==> config.mk <==
export PLATFORM = sky130hd
export DESIGN_NAME = retry_inorder_end
export DESIGN_NICKNAME = d
export VERILOG_FILES = /design/src/rtl/retry_pkg.sv /design/src/rtl/retry_slot_mem.sv /design/src/rtl/retry_inorder_end.sv
export SDC_FILE = /design/constraint.sdc
export NUM_CORES = 1
export LEC_CHECK = 0
export CAP_MARGIN = 20
export CORE_UTILIZATION = 40
export DETAILED_ROUTE_END_ITERATION = 8
export MAX_ROUTING_LAYER = met4
export PLACE_DENSITY_LB_ADDON = 0.2
export RECOVER_POWER = 100
export REMOVE_ABC_BUFFERS = 1
export SKIP_LAST_GASP = 1
export SLEW_MARGIN = 20
export SYNTH_ARGS = -nofsm -noshare
export SYNTH_HDL_FRONTEND = slang
export SYNTH_SLANG_ARGS = --single-unit
export TNS_END_PERCENT = 10
==> constraint.sdc <==
create_clock -name clk -period 2.2 [get_ports clk]
set_clock_uncertainty 0.2 [all_clocks]
set_input_delay 0.33 -clock clk [delete_from_list [all_inputs] [get_ports clk]]
set_output_delay 0.33 -clock clk [all_outputs]
set_load 0.02 [all_outputs]
==> src/rtl/retry_pkg.sv <==
// Shared definitions for the retry protocol blocks (retry_start, retry_end,
// retry_inorder_end). Keeps the default ID width and the retry request
// format in one place so all ends of the protocol agree.
package retry_pkg;

    // Default ID width; the in-order buffer holds 2**DefaultIdSize slots.
    localparam int unsigned DefaultIdSize = 4;

    // Retry request sent back toward retry_start.
    typedef struct packed {
        logic [DefaultIdSize-1:0] id;
    } retry_req_t;

endpackage

==> src/rtl/retry_slot_mem.sv <==
// Reorder storage for retry_inorder_end: one slot per ID, each with a valid
// bit and a payload. One write port (addressed by the incoming ID) and one
// read/clear port (addressed by the head pointer). The occupancy bit of the
// write address is reported so the parent can detect duplicates.
module retry_slot_mem
    import retry_pkg::*;
#(
    parameter type         DataType = logic,
    parameter int unsigned IDSize   = DefaultIdSize
) (
    input  logic              clk,
    input  logic              rst_n,
    input  logic              i_wrEn,
    input  logic [IDSize-1:0] i_wrId,
    input  DataType           i_wrData,
    output logic              o_wrOccupied,
    input  logic [IDSize-1:0] i_rdId,
    input  logic              i_rdClear,
    output logic              o_rdValid,
    output DataType           o_rdData
);

    localparam int unsigned Depth = 1 << IDSize;

    logic [Depth-1:0] r_slotValid;
    DataType          r_slotData [Depth];

    // Write a new element into its slot and free the head slot once emitted.
    // The parent never writes an occupied slot, so a write and a clear never
    // target the same slot in one cycle.
    always_ff @(posedge clk or posedge rst_n) begin
        if (rst_n) begin
            r_slotValid <= '0;
            for (int unsigned i = 0; i < Depth; i++) begin
                r_slotData[i] <= '0;
            end
        end else begin
            if (i_rdClear) begin
                r_slotValid[i_rdId] <= 1'b0;
            end
            if (i_wrEn) begin
                r_slotValid[i_wrId] <= 1'b1;
                r_slotData[i_wrId]  <= i_wrData;
            end
        end
    end

    // Read ports are pure register lookups, so downstream sees no
    // combinational path from the upstream inputs.
    always_comb begin
        o_wrOccupied = r_slotValid[i_wrId];
        o_rdValid    = r_slotValid[i_rdId];
        o_rdData     = r_slotData[i_rdId];
    end

endmodule

==> src/rtl/retry_inorder_end.sv <==
// Receiving end of the retry protocol. Good elements are parked by ID and
// released strictly in ID order; faulty elements are dropped and their ID is
// handed back to retry_start through a registered retry channel. A good
// element whose slot is still occupied is a duplicate and is discarded.
module retry_inorder_end
    import retry_pkg::*;
#(
    parameter type         DataType = logic,
    parameter int unsigned IDSize   = DefaultIdSize
) (
    input  logic              clk,
    input  logic              rst_n,
    input  DataType           data_i,
    input  logic [IDSize-1:0] id_i,
    input  logic              needs_retry_i,
    input  logic              valid_i,
    output logic              ready_o,
    output DataType           data_o,
    output logic              valid_o,
    input  logic              ready_i,
    output logic [IDSize-1:0] retry_id_o,
    output logic              retry_valid_o,
    input  logic              retry_ready_i,
    output logic              dropped_o
);

    logic [IDSize-1:0] r_head;
    logic              r_retryValid;
    logic [IDSize-1:0] r_retryId;

    logic    w_goodIn;
    logic    w_retryIn;
    logic    w_retryFree;
    logic    w_occupied;
    logic    w_wrEn;
    logic    w_headValid;
    logic    w_emit;
    DataType w_headData;

    // Decode the upstream element and the handshakes. ready_o only looks at
    // needs_retry_i and the retry register, never at valid_i or ready_i.
    always_comb begin
        w_goodIn    = valid_i && !needs_retry_i;
        w_retryIn   = valid_i && needs_retry_i;
        w_retryFree = !r_retryValid || retry_ready_i;
        ready_o     = needs_retry_i ? w_retryFree : 1'b1;
        w_wrEn      = w_goodIn && !w_occupied;
        dropped_o   = w_goodIn && w_occupied;
        w_emit      = w_headValid && ready_i;
        valid_o     = w_headValid;
        data_o      = w_headData;
    end

    retry_slot_mem #(
        .DataType (DataType),
        .IDSize   (IDSize)
    ) u_slotMem (
        .clk          (clk),
        .rst_n        (rst_n),
        .i_wrEn       (w_wrEn),
        .i_wrId       (id_i),
        .i_wrData     (data_i),
        .o_wrOccupied (w_occupied),
        .i_rdId       (r_head),
        .i_rdClear    (w_emit),
        .o_rdValid    (w_headValid),
        .o_rdData     (w_headData)
    );

    // Advance the head pointer on every downstream handshake; it wraps
    // naturally at 2**IDSize.
    always_ff @(posedge clk or posedge rst_n) begin
        if (rst_n) begin
            r_head <= '0;
        end else if (w_emit) begin
            r_head <= r_head + 1'b1;
        end
    end

    // Retry output register: a new request may load in the same cycle the
    // old one is handed off, in which case valid stays high with the new ID.
    always_ff @(posedge clk or posedge rst_n) begin
        if (rst_n) begin
            r_retryValid <= 1'b0;
            r_retryId    <= '0;
        end else if (w_retryIn && w_retryFree) begin
            r_retryValid <= 1'b1;
            r_retryId    <= id_i;
        end else if (retry_ready_i) begin
            r_retryValid <= 1'b0;
        end
    end

    assign retry_valid_o = r_retryValid;
    assign retry_id_o    = r_retryId;

endmodule

; ---- Yosys cells after proc, flatten, opt, wreduce, memory -nomap -nowiden
; Index checks and enable logic that the tools add are counted.
[op_classes]
add_sub_neg = 1
magnitude_cmp = 7
n_mux = 19
bitwise_logic = 5
reduce_logical = 14
[op_table]
columns = operator, n
row1 = 16-bit 2-to-1 mux, 2
row2 = 16-bit AND, 1
row3 = 16-bit bitwise mux, 1
row4 = 16-bit inverter, 1
row5 = 16-bit OR, 1
row6 = 1-bit binary-select mux with 4-bit select, 3
row7 = 1-bit demux with 4-bit select, 3
row8 = 5-bit greater-or-equal comparator (second input constant), 2
row9 = 4-bit by 5-bit < comparator with 1-bit output (second input constant), 2
row10 = 1-bit 2-to-1 mux, 10
row11 = 4-bit inverter with 5-bit output, 2
row12 = 1-bit logical AND, 9
row13 = 4-bit by 1-bit greater-or-equal comparator with 1-bit output (second input constant), 2
row14 = 5-bit by 1-bit < comparator with 1-bit output (second input constant), 1
row15 = 4-bit by 1-bit adder with 4-bit output (second input constant), 1
row16 = 1-bit logical NOT, 3
row17 = 2-bit nonzero test, 1
row18 = 1-bit logical OR, 1
[word_totals]
ff_bits = 41
inputBits = 11
elab_cells = 66

; ---- Depth between registers and ports, before layout
; Gate-level depths: netlist (run 1).
[depth]
depth_word = 9
depth_mapped = 6
depth_no_buf = 4

; ---- By module
; A second synthesis (run 1) with hierarchy kept.
[hier_totals]
cells_unflattened = 182
hier_area_um2 = 2197.1
[by_module_without_submodules]
columns = mod, instances, cells_each, area_each_um2
row1 = retry_slot_mem, 1, 152, 1766.7
row2 = retry_inorder_end, 1, 30, 430.4

; ---- Least setup slack after synthesis (run 1)
; OpenSTA, ideal clock, no wires.
[synth_timing]
kind = register to output
from = reg r_head[0]
to = out data_o
arrival_time_ns = 1.729
required_time_ns = 1.670
path_slack_ns = -0.059
stages_incl_launch_ff = 4
path_cell_list = dfrtp_1 -> buf_2 -> mux4_2 -> mux4_2
[synth_between]
elab_chain_len = 4
[synth_lines]
columns = element, line_no
row1 = start: declaration, retry_inorder_end.sv:27  ; logic [IDSize-1:0] r_head;
row2 = start signal: assignment, retry_inorder_end.sv:76  ; r_head <= r_head + 1'b1;
row3 = 4-bit inverter with 5-bit output (implied by the code), retry_slot_mem.sv:53  ; o_rdData = r_slotData[i_rdId];
row4 = 1-bit binary-select mux with 4-bit select, retry_slot_mem.sv:53
row5 = 1-bit 2-to-1 mux (implied by the code) (2 in a row), retry_slot_mem.sv:53
row6 = end: declaration, retry_inorder_end.sv:18  ; output DataType data_o,
; Every way passes these cells. The select of a mux whose other input is x is not followed.

; ---- Worst setup path after layout (run 1)
; Same ends and word-level chain as after synthesis.

==> metrics.txt, run 1 <==
max_slew headroom=30.2%; worst-path cell chain=mux4_2, mux4_2, buf_6; Post-Synth Adder-Cell Area=2.18%; post-DP HPWL=4740 µm; Post-Synth Simple-Gate Area=15.5%; worst path required time=1.67 ns; static leakage=1.49 nW; PnR worst setup slack=-0.378 ns; switching share of power=35.5%; synthesized instance count=188; maximum fanout along the worst path=5; global-route wire length before repair=10500 µm; fin nets=292; pwr/cell area=1270 nW/µm²; commonest non-fill, non-tap cell in the layout=buf_4; HP Start=retry_id_o[2]$_DFFE_PP0P_; type of the worst setup path=reg2out; Distinct cells, synth=40; main combinational cell family by area after synthesis=multiplexers; DIE WIDTH=77.7 µm; period utilization=117%; routed len/inst=18.8 µm; Hold Fails Final Rpt=0; most frequent cells in the layout=buf_4, dfrtp_1, mux2_2, nand2_1, nor2_1; initial drt markers=165; cell row count=27; Tot Pwr=0.00406 W; RSZ-0062 raised after global routing=yes; Worst Hold Class=reg2reg; Comb power frac=53.4%; IO Pins=20; Root Buffer=clkbuf_8; later-pin clock latency in the skew report=0.30 ns; share of cells above drive strength 1=44.6%; drt first pass iters=4; Crit-path slowest cell=mux4_2; CP startpoint=r_head[0]$_DFFE_PP0N_; dpl cell area=2990 µm²; die area=6040 µm²; routed via count=1968; Most common cell on crit path=mux4_2; Synth Area in Compound Gates=8.51%; diode count=0; Final Instance Area=3190 µm²; final slew viol count=0; Max Clk Rate=388 MHz; worst vdd ir=554 µV; Sequential Power Share=31.0%; Total Wirelength=6570 µm; global route total overflow=0; Setup crit start kind=flip-flop; reg-to-reg startpoint=r_head[0]$_DFFE_PP0N_; Hold Buf Count CTS=0; I/O Buffers=19; Post-Syn Area=2290 µm²; failing checks=negative setup slack; core area=5510 µm²; Tot GR Track Use=24.1%; antenna violations before repair=0; non-filler cells, final=350; mux contribution to synthesized area=26.2%; H-tree levels=2; number of global-route vias before repair=1995; Vias/cell=5.62; Clock power frac=15.6%; CTS tree=done; Worst-Margin Slew=1.05 ns; YS warnings=0; syn avg cell area=12.2 µm²; max_cap viols=0; setup TNS after final layout=-3.53 ns; Final Setup Violations=14; Synth async-reset ratio=100%; EDFF count, synth=0; flops & latches, synth=41; internal power=0.00262 W; CP peak stage delay=0.58 ns; Die Y=77.7 µm; clock sinks=41; sequential area share after synthesis=44.7%; clock slew at the register clock pins of the worst setup and hold paths=0.08 ns; hold_ws=0.298 ns; data arrival time of the critical path=2.05 ns; NetSw=0.00144 W; Area Growth Syn to Fin=39.3%; status=finished, violations left; CTS buffer count=5; CP Capture Type=primary output; Placed Instances=332; Post-Synth XOR/XNOR Area=0.382%; DRT antenna net count=0; r2r setup slk=-0.29 ns; RD Place Congestion=0.911; pin count of the biggest net entering global routing=42; Post-route DRC=0; Starting Density=41.6%; clk buf depth=2; Synth Flop Type=dfrtp_1; Final min period=2.58 ns
[layer usage]
layer	up-vias	GRT usage (%)	wire, µm
met3	14	5.76	333
li1	884	-	-
met4	0	9.81	176
met5	-	-	0
met1	1009	29.4	2730
met2	61	38.6	3330
[cell families after synthesis]
group / after synthesis
and+or+nand+nor: 64
buffers and inverters: 12
AOI/OAI and AO/OA: 27
xor gates and xnor gates: 1
muxes: 39
adders and majority gates: 4
DFF: 41
[repair_timing]
item	CTS	global route
pin swaps	5	0
resized for setup	30	1
endpoints found under the hold margin	0	0
setup endpoints to repair	35	23
setup buffers	6	5
[Yosys cell counts, types with 4 or more instances]
library cell	n	area (µm²)
mux2_2	20	225
a21o_1	8	60.1
nor2b_1	4	25.0
nor3_1	5	25.0
nor2_1	14	52.6
ha_1	4	50.1
buf_2	4	20.0
inv_1	4	15.0
nand2_1	19	71.3
dfrtp_1	41	1030
a31oi_1	10	62.6
mux4_2	12	270
[final timing paths]
| kind | to | cells after the start |
|---|---|---|
| hold reg to reg | retry_id_o[2]$_DFFE_PP0P_ | 1 |
| max in group asynchronous | r_head[1]$_DFFE_PP0N_ | 3 |
| setup reg to reg | r_head[1]$_DFFE_PP0N_ | 5 |
| min in group asynchronous | r_head[2]$_DFFE_PP0N_ | 3 |
| setup / recovery | data_o | 3 |
| hold / removal | retry_id_o[2]$_DFFE_PP0P_ | 1 |
[flip-flops by register name, summed over array words and instances, names as in the netlist]
| register | cells |
|---|---|
| retry_valid_o | 1 |
| r_head | 4 |
| retry_id_o | 4 |
| u_slotMem.r_slotValid | 16 |
| u_slotMem.r_slotData | 16 |
[critical path: cells and delay by family (launching register included)]
| family | cells | cell delay (ns) |
|---|---|---|
| muxes | 2 | 1.08 |
| DFF | 1 | 0.52 |
| buffers and inverters | 1 | 0.15 |
[power groups by stage]
stage	Combinational (W)	Sequential (W)	Clock (W)
floorplan	0.000973	0.00130	0
global placement	0.00191	0.00127	0
detailed placement	0.00197	0.00127	0
CTS	0.00207	0.00125	0.000653
global route	0.00229	0.00128	0.000678
finish	0.00217	0.00126	0.000634
[area by class of cell]
type | count | area, µm²
Clock inverter | 1 | 30.0
Tap cell | 72 | 90.1
Fill cell | 444 | 2310
Multi-Input combinational cell | 135 | 1200
Inverter | 4 | 15.0
Clock buffer | 7 | 86.3
Timing Repair Buffer | 90 | 739
Sequential cell | 41 | 1030
[per-stage QoR]
stage	setup WS [ns]	util, %
after floorplan	-0.209	-
after global placement	-1.09	54.3
after detailed placement	-1.10	54.3
after CTS	-0.379	57.5
after global routing	-0.409	58.0
final	-0.378	58.0
Power figures use the tool's default switching activity.
==> inputs of run 2 (changes only) <==
--- a/config.mk
+++ b/config.mk
@@ -8,7 +8,6 @@
 export CAP_MARGIN = 20
 export CORE_UTILIZATION = 40
 export DETAILED_ROUTE_END_ITERATION = 8
-export MAX_ROUTING_LAYER = met4
 export PLACE_DENSITY_LB_ADDON = 0.2
 export RECOVER_POWER = 100
 export REMOVE_ABC_BUFFERS = 1
==> constraint.sdc (replaced) <==
create_clock -name clk -period 2.2 [get_ports clk]
set_clock_uncertainty 0.2 [all_clocks]
set_input_delay 0.33 -clock clk [delete_from_list [all_inputs] [get_ports clk]]
set_output_delay 0.33 -clock clk [all_outputs]
set_load 0.1 [all_outputs]
==> metrics.txt, run 2 (synthesis results as in run 1) <==
CP startpoint=u_slotMem.r_slotValid[11]$_DFF_PP0_; CTS tree=done; worst vdd ir=714 µV (+29%); period utilization=119% (+1.5 points); Final Setup Violations=11 (-3); CP endpoint=dropped_o; later-pin clock latency in the skew report=0.29 ns (about the same); H-tree levels=2 (unchanged); number of global-route vias before repair=2028 (+1.7%); routed len/inst=17.4 µm (-7.3%); global-route wire length before repair=9960 µm (-5.1%); fin nets=283 (-3.1%); commonest non-fill, non-tap cell in the layout=buf_4; pwr/cell area=1360 nW/µm² (+7.0%); Worst R2R Path Depth=6 (+1); CP Capture Type=primary output; most frequent cells in the layout=buf_4, dfrtp_1, mux2_2; Starting Density=41.6% (unchanged); Final min period=2.61 ns (+0.0323 ns); failing checks=negative setup slack; WHS Path Cells=1 (unchanged); Largest regs=u_slotMem.r_slotData x16, u_slotMem.r_slotValid x16; Vias/cell=5.40 (-4.0%); Hold Buf Count CTS=0 (unchanged); switching share of power=41.4% (+6.0 points); pin count of the biggest net entering global routing=42 (unchanged); pre-CTS setup slack=-0.761 ns (+0.339 ns); Comb power frac=60.0% (+6.6 points); IO Pins=20 (unchanged); Hold Fails Final Rpt=0 (unchanged); type of the worst setup path=reg2out; static leakage=1.43 nW (-3.9%); worst path required time=1.67 ns (about the same); Sequential Power Share=28.8% (-2.2 points); RD Place Congestion=0.920 (+0.92%); Tot Pwr=0.00420 W (+3.6%); share of cells above drive strength 1=45.0% (+0.38 points); Tot GR Track Use=22.2% (-1.9 points); I/O Buffers=19 (unchanged); global route total overflow=0 (unchanged); post-DP HPWL=4640 µm (-2.0%); setup TNS after final layout=-2.25 ns (+1.28 ns); maximum fanout along the worst path=3 (-2); CTS buffer count=5 (unchanged); status=finished, violations left; final slew viol count=0 (unchanged); reg-to-reg startpoint=r_head[0]$_DFFE_PP0N_; data arrival time of the critical path=2.08 ns (+0.03 ns); Most common cell on crit path=mux4_2; cell row count=27 (unchanged); clock slew at the register clock pins of the worst setup and hold paths=0.08 ns (about the same); core area=5510 µm² (unchanged); worst-path cell chain=mux4_2, mux4_2, and3b_2, buf_12; die area=6040 µm² (unchanged); hold_ws=0.302 ns (+0.00399 ns); Die Y=77.7 µm (unchanged); Worst-Margin Slew=1.03 ns (-0.0181 ns); internal power=0.00246 W (-6.0%); PnR worst setup slack=-0.410 ns (-0.0323 ns); clock sinks=41 (unchanged); drt first pass iters=4 (unchanged); Root Buffer=clkbuf_8; Post-route DRC=0 (unchanged); Area Growth Syn to Fin=34.9%; DIE WIDTH=77.7 µm (unchanged); CP peak stage delay=0.50 ns (-0.08 ns); max_slew headroom=31.4% (+1.2 points); r2r endpoint=r_head[1]$_DFFE_PP0N_; Clock power frac=11.2% (-4.4 points); post-layout util=56.2% (-1.8 points); clk buf depth=2 (unchanged); Crit-path slowest cell=mux4_2; r2r setup slk=-0.23 ns (+0.06 ns); Total Wirelength=5930 µm (-9.7%); Worst Hold Class=reg2reg; antenna violations before repair=0 (unchanged); Setup crit start kind=flip-flop; diode count=0 (unchanged); Max Clk Rate=383 MHz (-1.2%); max_cap viols=0 (unchanged); routed via count=1840 (-6.5%); RSZ-0062 raised after global routing=yes; initial drt markers=154 (-6.7%); NetSw=0.00174 W (+21%); DRT antenna net count=0 (unchanged)
run 2: changes by cell type in the layout (fill, tap and decap cells not counted), sizes merged:
| cell | change |
|---|---|
| buf | -12 |
| clkinv | +2 |
| clkdlybuf4s50 | -1 |
| clkbuf | +8 |
| dlygate4sd3 | -5 |
| bufinv | -1 |
run 2: worst min-delay path by stage:
| stage | to | start | slack, ns |
|---|---|---|---|
| 2_1_floorplan | u_slotMem.r_slotData[3]$_DFFE_PP0P_ | u_slotMem.r_slotData[3]$_DFFE_PP0P_ | 0.25 |
| 3_5_place_dp | u_slotMem.r_slotData[3]$_DFFE_PP0P_ | u_slotMem.r_slotData[3]$_DFFE_PP0P_ | 0.29 |
| 3_3_place_gp | u_slotMem.r_slotData[3]$_DFFE_PP0P_ | u_slotMem.r_slotData[3]$_DFFE_PP0P_ | 0.27 |
| 4_1_cts | r_head[0]$_DFFE_PP0N_ | rst_n | 0.27 |
| 6_report | u_slotMem.r_slotData[3]$_DFFE_PP0P_ | u_slotMem.r_slotData[3]$_DFFE_PP0P_ | 0.30 |
| 5_1_grt | retry_id_o[1]$_DFFE_PP0P_ | retry_id_o[1]$_DFFE_PP0P_ | 0.33 |
run 2: cell type report:
cell class / instances / area, µm²
multi-input cells: 135 / 1220
clock inverters: 2 / 10.0
well taps: 72 / 90.1
inverters: 4 / 15.0
fillers: 472 / 2410
repair buffers: 81 / 662
flip-flops and latches: 41 / 1030
clock buffers: 6 / 72.6
run 2: timing repair:
| item | in CTS | in global routing |
|---|---|---|
| resized for setup | 7 | 2 |
| pin swaps | 1 | 0 |
| setup buffers | 2 | 0 |
| setup endpoints to repair | 29 | 17 |
run 2: worst max-delay path, delay by kind of cell (launching register included):
kind | cells | cell delay (ns)
DFF | 1 | 0.41
muxes | 2 | 0.97
and+or+nand+nor | 1 | 0.23
buffers and inverters | 1 | 0.17
run 2: per-layer routing:
metal | track usage, % | share of wire (%) | up-vias
li1 | - | - | 864
met4 | 12.3 | 3.4 | 0
met5 | 0 | 0 | -
met3 | 4.35 | 4.4 | 19
met2 | 37.2 | 50 | 36
met1 | 26.9 | 42 | 921
run 2: through the flow:
| stage | instance area [µm²] | std cells |
|---|---|---|
| 4_1_cts | 3120 | 341 |
| 2_1_floorplan | 2250 | 180 |
| 6_report | 3090 | 341 |
| 5_1_grt | 3090 | 341 |
| 3_3_place_gp | 3020 | 331 |
| 3_5_place_dp | 3020 | 331 |
run 2: power groups by stage:
stage	Clock, W	Sequential, W	Combinational, W
2_1_floorplan	0	0.00140	0.00125
3_3_place_gp	0	0.00121	0.00244
3_5_place_dp	0	0.00122	0.00249
4_1_cts	0.000490	0.00120	0.00252
5_1_grt	0.000513	0.00124	0.00266
6_report	0.000471	0.00121	0.00252
==> inputs of run 3 (changes only) <==
--- a/config.mk
+++ b/config.mk
@@ -5,9 +5,12 @@
 export SDC_FILE = /design/constraint.sdc
 export NUM_CORES = 1
 export LEC_CHECK = 0
+export ABC_AREA = 1
 export CAP_MARGIN = 20
 export CORE_UTILIZATION = 40
 export DETAILED_ROUTE_END_ITERATION = 8
+export DONT_BUFFER_PORTS = 1
+export MAX_ROUTING_LAYER = met4
 export PLACE_DENSITY_LB_ADDON = 0.2
 export RECOVER_POWER = 100
 export REMOVE_ABC_BUFFERS = 1
==> metrics.txt, run 3 <==
post-synth top area share=37.7% (-7.0 points); number of global-route vias before repair=2497 (+23%); switching share of power=50.9% (+9.5 points); cell row count=29 (+7.4%); Distinct cells, synth=24 (-40%); NetSw=0.00203 W (+16%); core area=6460 µm² (+17%); Worst-Margin Slew=1.07 ns (+0.0420 ns); Final Setup Violations=0 (-11); Vias/cell=5.37 (-0.52%); Setup crit start kind=flip-flop; EDFF count, synth=0 (unchanged); global-route wire length before repair=12900 µm (+29%); pin count of the biggest net entering global routing=42 (unchanged); type of the worst setup path=reg2out; Sequential Power Share=30.8% (+2.0 points); pwr/cell area=1280 nW/µm² (-5.6%); fin nets=429 (+52%); highest metal used=met4; static leakage=1.61 nW (+13%); Post-Syn Area=2720 µm² (+19%); Fill cells=690 (+46%); Post-route DRC=2 (+2); post-DP HPWL=5370 µm (+16%); clock slew at the register clock pins of the worst setup and hold paths=0.08 ns (about the same); max_slew headroom=28.6% (-2.8 points); clk buf depth=2 (unchanged); initial drt markers=262 (+70%); diode count=0 (unchanged); I/O Buffers=0 (-19); routed wl met3=301 µm (+15%); Final min period=2.15 ns (-0.464 ns); DIE WIDTH=84.5 µm (+8.7%); Tot Pwr=0.00398 W (-5.2%); CTS tree=done; max_cap viols=0 (unchanged); worst path required time=1.67 ns (about the same); Tot GR Track Use=24.0% (+1.7 points); most frequent cells after synthesis=nand2_1, nand3_1, inv_1; Synth Flop Type=dfrtp_1; top post-synthesis cells by area=dfrtp_1, nand2_1, nand3_1; status=finished, violations left; RD Place Congestion=0.884 (-3.9%); clock sinks=41 (unchanged); routed len/inst=16.0 µm (-8.2%); CTS buffer count=5 (unchanged); drt first pass iters=7 (+3); Max Clk Rate=466 MHz (+22%); most common cell in the synthesized netlist=nand2_1; wl on met1=3880 µm (+55%); routed via count=2641 (+44%); syn avg cell area=6.77 µm² (-45%); Comb power frac=56.8% (-3.2 points); Final Instance Area=3100 µm² (+0.36%); Total Wirelength=7860 µm (+32%); failing checks=design-rule violations; IO Pins=20 (unchanged); die area=7130 µm² (+18%); global route total overflow=0 (unchanged); worst vdd ir=440 µV (-38%); Largest regs=u_slotMem.r_slotData x16, u_slotMem.r_slotValid x16; H-tree levels=2 (unchanged); data arrival time of the critical path=1.62 ns (-0.46 ns); Synth async-reset ratio=100% (unchanged); maximum fanout along the worst path=7 (+4); internal power=0.00195 W (-21%); synthesized instance count=402 (+110%); sequential area share after synthesis=37.7% (-7.0 points); met2 wire len=3620 µm (+22%); most frequent cells in the layout=nand2_1, inv_1, nand3_1; Hold Fails Final Rpt=0 (unchanged); CP Capture Type=primary output; Die Y=84.5 µm (+8.7%); Area Growth Syn to Fin=14.1%; YS warnings=0 (unchanged); antenna violations before repair=0 (unchanged); Clock power frac=12.3% (+1.1 points); commonest non-fill, non-tap cell in the layout=nand2_1; flops & latches, synth=41 (unchanged); Starting Density=42.1% (+0.47 points); share of cells above drive strength 1=16.1% (-29 points); DRT antenna net count=0 (unchanged); later-pin clock latency in the skew report=0.30 ns (about the same); final slew viol count=0 (unchanged); Worst Hold Class=in2reg; Root Buffer=clkbuf_8; Synth area leader=dfrtp_1; period utilization=97.5% (-21 points); dpl cell area=2870 µm² (-4.9%); RSZ-0062 raised after global routing=yes
## run 3: changes by cell type after synthesis, moves of 5 or more
cell	change
inv_1	+44
a31oi_1	-10
mux2_2	-20
clkbuf_1	+5
nand3_1	+48
nand4_1	+17
nand2_1	+114
o21ai_0	+25
a21o_1	-8
mux4_2	-12
nand3_2	+13
nor2_1	+17
## run 3: layer usage
layer	vias up	global-route usage, %
li1	1311	-
met1	1253	34.5
met2	69	35.5
met3	8	3.74
met4	0	5.55
met5	-	-
## run 3: final cells by class
class	count	area (µm²)	share of cell area, %
repair buffers	25	239	7.70
clock inverters	2	10.0	0.322
well taps	77	96.3	3.10
inverters	52	205	6.61
multi-input cells	289	1450	46.8
flip-flops and latches	41	1030	33.1
clock buffers	6	72.6	2.34
## run 3: cell families (layout without fill, tap and decap cells)
| kind of cell | Yosys count | count (layout) | synth area share [%] |
|---|---|---|---|
| simple gates | 246 | 246 | 41.2 |
| compound gates | 37 | 37 | 6.99 |
| fa+ha+maj | 4 | 4 | 1.84 |
| flops | 41 | 41 | 37.7 |
| buf+inv | 72 | 85 | 11.6 |
| xor+xnor | 2 | 2 | 0.644 |
## run 3: critical path: stages, from the launching register on
cell,delay (ns)
dfrtp_2,0.48
buf_6,0.16
nand2_2,0.07
nand3_2,0.07
nand2_2,0.08
nand2_1,0.05
nand2_1,0.08
inv_1,0.05
nand2_2,0.08
buf_12,0.19
## run 3: worst paths after layout
check	cells after the start	from	slack (ns)	end
worst max-delay path	9	r_head[0]$_DFFE_PP0N_	0.05	valid_o
worst min-delay path	2	ready_i	0.002	u_slotMem.r_slotValid[11]$_DFF_PP0_
worst max register to register	11	u_slotMem.r_slotValid[11]$_DFF_PP0_	0.25	u_slotMem.r_slotData[2]$_DFFE_PP0P_
worst min register to register	2	u_slotMem.r_slotData[4]$_DFFE_PP0P_	0.29	u_slotMem.r_slotData[4]$_DFFE_PP0P_
max in group asynchronous	3	rst_n	0.46	r_head[0]$_DFFE_PP0N_
min in group asynchronous	3	rst_n	0.61	r_head[3]$_DFFE_PP0N_
## run 3: power by group through the flow
stage                     clock [W]  combinational (W)  sequential (W)
after detailed placement          0            0.00206         0.00122
after global placement            0            0.00204         0.00122
after CTS                  0.000511            0.00211         0.00120
final                      0.000491            0.00226         0.00123
after floorplan                   0            0.00133         0.00127
after global routing       0.000540            0.00251         0.00125
## run 3: what timing repair did
action,4_1_cts,5_1_grt
hold endpoints to repair,62,3
hold buffers,4,2
pin swaps,0,12
buffers inserted,1,0
setup endpoints to repair,3,3
gates resized for setup,3,30
cloned,0,1
## run 3: stage by stage
stage               setup WS [ns]  setup TNS, ns  hold WS, ns  instances  util [%]
floorplan                   -1.26         -12.84        0.237        382         -
global placement            0.239              0        0.189        476      44.5
detailed placement          0.220              0        0.188        476      44.5
CTS                      -0.00799        -0.0106     0.000988        489      46.6
global route              -0.0410        -0.0812      0.00345        492      48.1
finish                     0.0539              0      0.00229        492      48.1
